$ cat src/rtl/vga_pattern_gen.sv
// vga_pattern_gen: colour source for the 640x480 timing stage.
// Draws one of four test patterns. A debounced button steps the pattern, and
// the step is applied only at a frame boundary (vsync rise), so a frame is
// never torn. The pixel path is combinational so that the timing stage can use
// the colour in the same cycle it presents the address.
module vga_pattern_gen #(
  parameter int DEBOUNCE_CYCLES = 250000,
  parameter int SCROLL_STEP     = 4
) (
  input  logic        pclk,
  input  logic        reset,
  input  logic        btn,
  input  logic [9:0]  h_addr,
  input  logic [9:0]  v_addr,
  input  logic        valid,
  input  logic        vsync,
  output logic [23:0] vga_data,
  output logic [1:0]  mode
);

  localparam int CW = (DEBOUNCE_CYCLES > 2) ? $clog2(DEBOUNCE_CYCLES) : 1;
  localparam logic [CW-1:0] CNT_MAX = CW'(DEBOUNCE_CYCLES - 1);

  logic          btn_s1, btn_s2;
  logic [CW-1:0] deb_cnt;
  logic          deb_lvl, deb_lvl_d;
  logic          vsync_d;
  logic          pending;
  logic [9:0]    offset;

  logic          press_evt, frame_start;
  logic [10:0]   off_sum, off_next;
  logic [10:0]   h_sum, h_scr;
  logic [2:0]    pal_idx;

  // Index of the bar of width w that contains x; a compare chain, no divider.
  function automatic logic [2:0] bar_idx(input logic [10:0] x, input logic [10:0] w);
    logic [2:0] idx;
    idx = 3'd7;
    for (int i = 7; i >= 1; i--)
      if (x < 11'(i) * w) idx = 3'(i - 1);
    return idx;
  endfunction

  // Eight-colour palette, brightest first, ending in black.
  function automatic logic [23:0] palette(input logic [2:0] p);
    logic [23:0] c;
    case (p)
      3'd0:    c = 24'hFFFFFF;
      3'd1:    c = 24'hFFFF00;
      3'd2:    c = 24'h00FFFF;
      3'd3:    c = 24'h00FF00;
      3'd4:    c = 24'hFF00FF;
      3'd5:    c = 24'hFF0000;
      3'd6:    c = 24'h0000FF;
      default: c = 24'h000000;
    endcase
    return c;
  endfunction

  assign press_evt   = deb_lvl & ~deb_lvl_d;
  assign frame_start = vsync & ~vsync_d;

  // Two-flop synchronizer for the asynchronous button.
  always_ff @(posedge pclk or posedge reset) begin
    if (reset) begin
      btn_s1 <= 1'b0;
      btn_s2 <= 1'b0;
    end else begin
      btn_s1 <= btn;
      btn_s2 <= btn_s1;
    end
  end

  // Debounce: accept a new level only after it has been stable DEBOUNCE_CYCLES cycles.
  always_ff @(posedge pclk or posedge reset) begin
    if (reset) begin
      deb_cnt   <= '0;
      deb_lvl   <= 1'b0;
      deb_lvl_d <= 1'b0;
    end else begin
      deb_lvl_d <= deb_lvl;
      if (btn_s2 == deb_lvl) begin
        deb_cnt <= '0;
      end else if (deb_cnt == CNT_MAX) begin
        deb_lvl <= btn_s2;
        deb_cnt <= '0;
      end else begin
        deb_cnt <= deb_cnt + 1'b1;
      end
    end
  end

  // Delayed vsync for rising-edge (frame start) detection.
  always_ff @(posedge pclk or posedge reset) begin
    if (reset) vsync_d <= 1'b0;
    else       vsync_d <= vsync;
  end

  // Next scroll offset, wrapped into 0..639.
  always_comb begin
    off_sum  = 11'(offset) + 11'(SCROLL_STEP);
    off_next = (off_sum >= 11'd640) ? off_sum - 11'd640 : off_sum;
  end

  // Mode and offset only move at frame start; a press seen on that same cycle counts.
  always_ff @(posedge pclk or posedge reset) begin
    if (reset) begin
      mode    <= 2'd0;
      pending <= 1'b0;
      offset  <= '0;
    end else if (frame_start) begin
      offset  <= off_next[9:0];
      pending <= 1'b0;
      if (pending || press_evt) mode <= mode + 2'd1;
    end else if (press_evt) begin
      pending <= 1'b1;
    end
  end

  // Per-pixel colour, zero latency from the coordinates.
  always_comb begin
    pal_idx = 3'd7;
    h_sum   = 11'(h_addr) + 11'(offset);
    h_scr   = (h_sum >= 11'd640) ? h_sum - 11'd640 : h_sum;
    case (mode)
      2'd0:    pal_idx = bar_idx(11'(h_addr), 11'd80);
      2'd1:    pal_idx = bar_idx(11'(v_addr), 11'd60);
      2'd2:    pal_idx = (h_addr[5] ^ v_addr[5]) ? 3'd7 : 3'd0;
      default: pal_idx = bar_idx(h_scr, 11'd80);
    endcase
    if (h_addr > 10'd639 || v_addr > 10'd479) pal_idx = 3'd7;
    vga_data = (valid && !reset) ? palette(pal_idx) : 24'h000000;
  end

endmodule

$ cat config.mk
export PLATFORM = sky130hd
export DESIGN_NAME = vga_pattern_gen
export DESIGN_NICKNAME = d
export VERILOG_FILES = /design/src/rtl/vga_pattern_gen.sv
export SDC_FILE = /design/constraint.sdc
export NUM_CORES = 1
export LEC_CHECK = 0
export BUFFER_PORTS_ARGS = -buffer_cell sky130_fd_sc_hd__buf_2
export CELL_PAD_IN_SITES_DETAIL_PLACEMENT = 2
export CELL_PAD_IN_SITES_GLOBAL_PLACEMENT = 2
export CORE_AREA = 2 2 83 117
export CTS_BUF_LIST = sky130_fd_sc_hd__clkbuf_2 sky130_fd_sc_hd__clkbuf_4 sky130_fd_sc_hd__clkbuf_8
export DETAILED_ROUTE_END_ITERATION = 7
export DIE_AREA = 0 0 85 119
export PLACE_DENSITY = 0.88
export SLEW_MARGIN = 30
export SYNTH_ARGS = -nofsm -noshare
export SYNTH_HDL_FRONTEND = slang
export SYNTH_SLANG_ARGS = --single-unit
$ cat constraint.sdc
create_clock -name pclk -period 4.9 [get_ports pclk]
set_input_delay 0.735 -clock pclk [delete_from_list [all_inputs] [get_ports pclk]]
set_output_delay 0.735 -clock pclk [all_outputs]
set_load 0.02 [all_outputs]
Yosys cells after proc, flatten, opt, wreduce, memory -nomap -nowiden --
Cells that the tools add are included.
Storage, ports and cells: register bits 36, bits of input ports 25, output and inout port bits 26, word-level logic and storage cells 97
Cells by class: add/sub/neg operators 6, magnitude comparators 25, eq/ne operators 10, multiplexer cells 32, bitwise gates (word level) 6, reduce and logical (&&, ||, !) cells 9
Operators by type and width (number):
- one-hot mux 24 bit (7 select lines) | 1
- less-than comparator 10 x 9 -> 1 bit (second input constant) | 6
- 2-to-1 mux 3 bit | 20
- less-than comparator 10 x 8 -> 1 bit (second input constant) | 4
- 2-to-1 mux 18 bit | 2
- less-than comparator 11 x 9 -> 1 bit (second input constant) | 3
- 2-to-1 mux 24 bit | 1
- greater-or-equal comparator 11 x 10 -> 1 bit (second input constant) | 2
- less-than comparator 11 x 8 -> 1 bit (second input constant) | 2
- less-than comparator 10 x 7 -> 1 bit (second input constant) | 2
- adder 18 x 1 -> 18 bit (second input constant) | 1
- equality test 18 bit (second input constant) | 1
- adder 10 x 10 -> 11 bit | 1
- adder 10 x 3 -> 11 bit (second input constant) | 1
- less-than comparator 11 x 10 -> 1 bit (second input constant) | 1
- less-than comparator 11 x 7 -> 1 bit (second input constant) | 1
- 2-to-1 mux 11 bit | 1
- subtractor 11 x 10 -> 11 bit (second input constant) | 1
- greater-than comparator 10 bit (second input constant) | 1
- greater-than comparator 10 x 9 -> 1 bit (second input constant) | 1
- less-than comparator 10 bit (second input constant) | 1
- less-than comparator 10 x 6 -> 1 bit (second input constant) | 1
- 2-to-1 mux 10 bit | 1
- subtractor 10 bit (second input constant) | 1
- other kinds (19) | 31

Longest topological paths before layout --
depth after elaboration 16, gate-level depth with buffers 16, mapped depth without buffers 15

Least setup slack after synthesis --
Ideal clock, no wire load.
path kind input port to output port, from input h_addr[2], to output vga_data[10], data arrival time 4.402 ns, required time 4.165 ns, path slack -0.237 ns, cell stages on the path 16, buffers on the path 1, path through ha_1 -> inv_1 -> fa_1 -> nor2b_4 -> o2111a_2 -> o31a_1 -> nor2_4 -> inv_2 -> ha_1 -> o221ai_1 -> o22ai_1 -> o221ai_2 -> o31ai_2 -> a21oi_1 -> nor3_1 -> buf_4
Between the ends: word-level cells in the longest chain between the ends 16
RTL lines:
- start, declared | line 13 | input logic [9:0] h_addr,
- adder 10 x 10 -> 11 bit | line 124 | h_sum = 11'(h_addr) + 11'(offset);
- subtractor 11 x 10 -> 11 bit or greater-or-equal comparator 11 x 10 -> 1 bit (tied branches) | line 125 | h_scr = (h_sum >= 11'd640) ? h_sum - 11'd640 : h_sum;
- 2-to-1 mux 11 bit | line 125
- less-than comparator 11 x 10 -> 1 bit | line 41 | if (x < 11'(i) * w) idx = 3'(i - 1);
- 2-to-1 mux 1 bit | line 41
- 2-to-1 mux 3 bit (6 in a row) | line 41
- one-hot mux 3 bit (3 select lines) | line 126 | case (mode)
- 2-to-1 mux 3 bit * | line 132 | if (h_addr > 10'd639 || v_addr > 10'd479) pal_idx = 3'd7;
- equality test 3 bit, or another cell as far along | line 48 | case (p)
- one-hot mux 24 bit (7 select lines) * | line 48
- 2-to-1 mux 24 bit * | line 133 | vga_data = (valid && !reset) ? palette(pal_idx) : 24'h000000;
- end, declared | line 17 | output logic [23:0] vga_data,
Mark *: on every way between the ends. The rest lies on a longest branch, timed or not.

Final worst setup path --
from input h_addr[2], to output vga_data[5]
Same word-level chain as after synthesis.

==> flow_summary.json <==
{
  "status": "complete, no violations",
  "synth_top_area_share": 0.273,
  "row_count": 42,
  "postSynthCellCount": 362,
  "syn2layout_area_growth_pct": 11.9,
  "n_antenna_cell": 0,
  "root_buffer": "clkbuf_8",
  "final_cell_mix": "buf_2 (46), nor2_1 (38), dfrtp_1 (33)",
  "rrSetupSlack_ns": 2.49,
  "die_y_um": 119,
  "stdcell_count": 511,
  "slew_headroom": 0.506,
  "grt_usage": 0.185,
  "startpoint_type": "primary input",
  "insertion_delay_ns": 0.29,
  "nets": 443,
  "worst-path-max-fanout": 8,
  "min_from": "btn_s1",
  "drtAntennaViolNets": 0,
  "final-hold-violation-count": 0,
  "hpwl_mm": 7.34,
  "fill_cells": 1085,
  "placed_cells": 501,
  "power_mw": 2.03,
  "timing.rr.start": "offset[2]",
  "finalSetupViolations": 0,
  "vdd_drop_max_mv": 0.332,
  "hp-class": "reg2reg",
  "final_layout_size_suffix_gt1_frac": 0.254,
  "detail_route.wl_per_cell_um": 18.2,
  "multi_input_area_sq_um": 2010,
  "slowest_stage": "fa_1",
  "cp-end-kind": "output pin",
  "timing.rr.end": "offset[7]",
  "arrival_ns": 3.99,
  "cts.sinks": 34,
  "seqCellArea_sq_um": 852,
  "antenna_found_initial": 0,
  "syn_nets": 405,
  "cp_slowest_stage_delay_ns": 0.44,
  "synth_ff_type": "dfrtp_1",
  "synth-seq-cells": 34,
  "avgSynthCellArea_sq_um": 8.61,
  "port_buffers": 48,
  "min_period_over_period": 0.964,
  "cts_buffer_depth": 2,
  "cts_tree": "done",
  "reg2reg_depth": 10,
  "maxCapViolations": 0,
  "start_util": 0.339,
  "powerDensity_nw_per_um2": 581,
  "finalWorstPathRequiredPeriod_ns": 4.72,
  "yosysWarnings": 0,
  "synth_area_leader_cell": "dfrtp_1",
  "drt-total-wl_mm": 9.28,
  "ioPinCount": 51,
  "worst_slew_pin_slew_ns": 0.740,
  "dr.first_iter.drc_count": 69,
  "first_pass_iters": 4,
  "p_leak_nw": 1.53,
  "fin_util": 0.379,
  "dieArea_sq_um": 10100,
  "grt_pass1_vias": 3173,
  "dp_slack_ns": -0.0326,
  "skew_ns": 0.00884,
  "holdPathEnd": "btn_s2",
  "slew_violations": 0,
  "synthArstFlopShare": 1.00,
  "synth_edf_count": 0,
  "coreArea_sq_um": 9200,
  "die_w_um": 85,
  "fin_hold_ws_ns": 0.356,
  "htreeDepth": 2,
  "critPathMostFrequentCell": "buf_2",
  "synth_area_leaders": "dfrtp_1 (27%), ha_1 (6.8%), xnor2_1 (6.2%)",
  "vias": 2896,
  "cts_buffers": 5,
  "gp_congestion": 0.856,
  "setup_slack_ns": 0.179,
  "hold_depth": 0,
  "drc": 0,
  "critPathKind": "in2out",
  "yosysSeqAreaShare": 0.273,
  "grt_setup_unrepaired": "true",
  "grt_max_degree": 35,
  "clock.fmax_ghz": 0.212,
  "critical_path.cell_chain": "buf_2 -> ha_1 -> inv_1 -> fa_1 -> nor2b_4 -> o2111a_2 -> o31a_1 -> nor2_4 -> inv_2 -> ha_2 -> buf_4 -> o311ai_2 -> a211oi_1 -> o31ai_2 -> a21o_1 -> a21oi_2 -> buf_2",
  "layout_commonest_cell": "buf_2",
  "worst_ep_required_time_ns": 4.16,
  "synth_cell_type_count": 76,
  "overflow": 0,
  "grt_pass1_wl_mm": 15.5,
  "clk_pin_slew_worst_paths_ns": 0.07,
  "vias_per_cell": 5.67,
  "synth_area_sq_um": 3120
}
[synthesized netlist by cell type (3+ instances only)]
master    instances
a21o_1            3
a21oi_1          15
a31oi_1           9
and2_1            3
and3_1            7
buf_4            21
buf_6             3
clkbuf_1          3
dfrtp_1          34
ha_1             17
inv_1            15
nand2_1          21
nand2b_1          4
nand3_1          21
nand4_1           8
nor2_1           38
nor2b_1           4
nor3_1            6
nor4_1            7
o211ai_1          3
o21ai_0          16
o221ai_1          3
o31a_1            3
or2_2             4
xnor2_1          22
xor2_1           11
[cell type report]
type / count / area share
clock buffers: 6 / 0.0237
inverters: 17 / 0.0183
multi-input cells: 283 / 0.577
flip-flops and latches: 34 / 0.244
repair buffers: 59 / 0.0940
clock inverters: 2 / 0.00359
well taps: 110 / 0.0395
[critical path, delay by kind of cell]
family          cells  cell delay [ns]
compound gates      7             1.58
fa+ha+maj           3             0.86
buf+inv             5             0.60
simple gates        2             0.20
[state kept, by name, summed over array words and instances (netlist names)]
register / flops
deb_cnt: 18
offset: 8
mode: 2
btn_s1: 1
btn_s2: 1
deb_lvl: 1
deb_lvl_d: 1
pending: 1
vsync_d: 1
[stage by stage]
stage	TNS (ns)	cell area [sq um]
after floorplan	0	3130
after detailed placement	-0.261	3370
after CTS	0	3470
after global placement	0	3370
final	0	3490
after global routing	-0.130	3490
[logic make-up (layout without fill, tap and decap cells)]
| family | count (synthesis) | count (layout) | synth area share |
|---|---|---|---|
| AND/OR/NAND/NOR | 143 | 143 | 0.250 |
| AO/OA/AOI/OAI | 84 | 84 | 0.206 |
| buffers and inverters | 45 | 84 | 0.0867 |
| flip-flops | 34 | 34 | 0.273 |
| XOR/XNOR | 33 | 33 | 0.0928 |
| adder cells (fa/ha/maj) | 19 | 19 | 0.0779 |
| multiplexers | 4 | 4 | 0.0137 |
[timing repair]
action,4_1_cts,5_1_grt
buffers inserted,0,2
endpoints found under the hold margin,0,0
endpoints found under the setup margin,16,24
resized for setup,1,3
gates cloned,0,0
hold buffers,0,0
pin swaps,0,5
[layer usage]
layer | part of all wire | vias up | wire length, um | track usage
met1 | 0.37 | 1448 | 3450 | 0.189
li1 | - | 1374 | - | -
met3 | 0.025 | 19 | 228 | 0.0222
met5 | 0 | - | 0 | 0
met2 | 0.58 | 55 | 5360 | 0.376
met4 | 0.025 | 0 | 231 | 0.0526
[worst max path at each step]
stage / start / end / slack [ns]
floorplan: h_addr[2] / vga_data[10] / 0.09
global placement: h_addr[2] / vga_data[10] / 0.13
detailed placement: h_addr[2] / vga_data[10] / -0.03
CTS: h_addr[2] / vga_data[10] / 0.06
global route: h_addr[2] / vga_data[17] / -0.02
finish: h_addr[2] / vga_data[5] / 0.18
[report_power, final]
part,internal [mW],total [mW],switching [mW],leakage [nW]
Clock,0.113,0.221,0.108,0.0472
Combinational,0.573,1.43,0.852,1.03
Sequential,0.316,0.380,0.0640,0.450
Power figures use the tool's default switching activity.
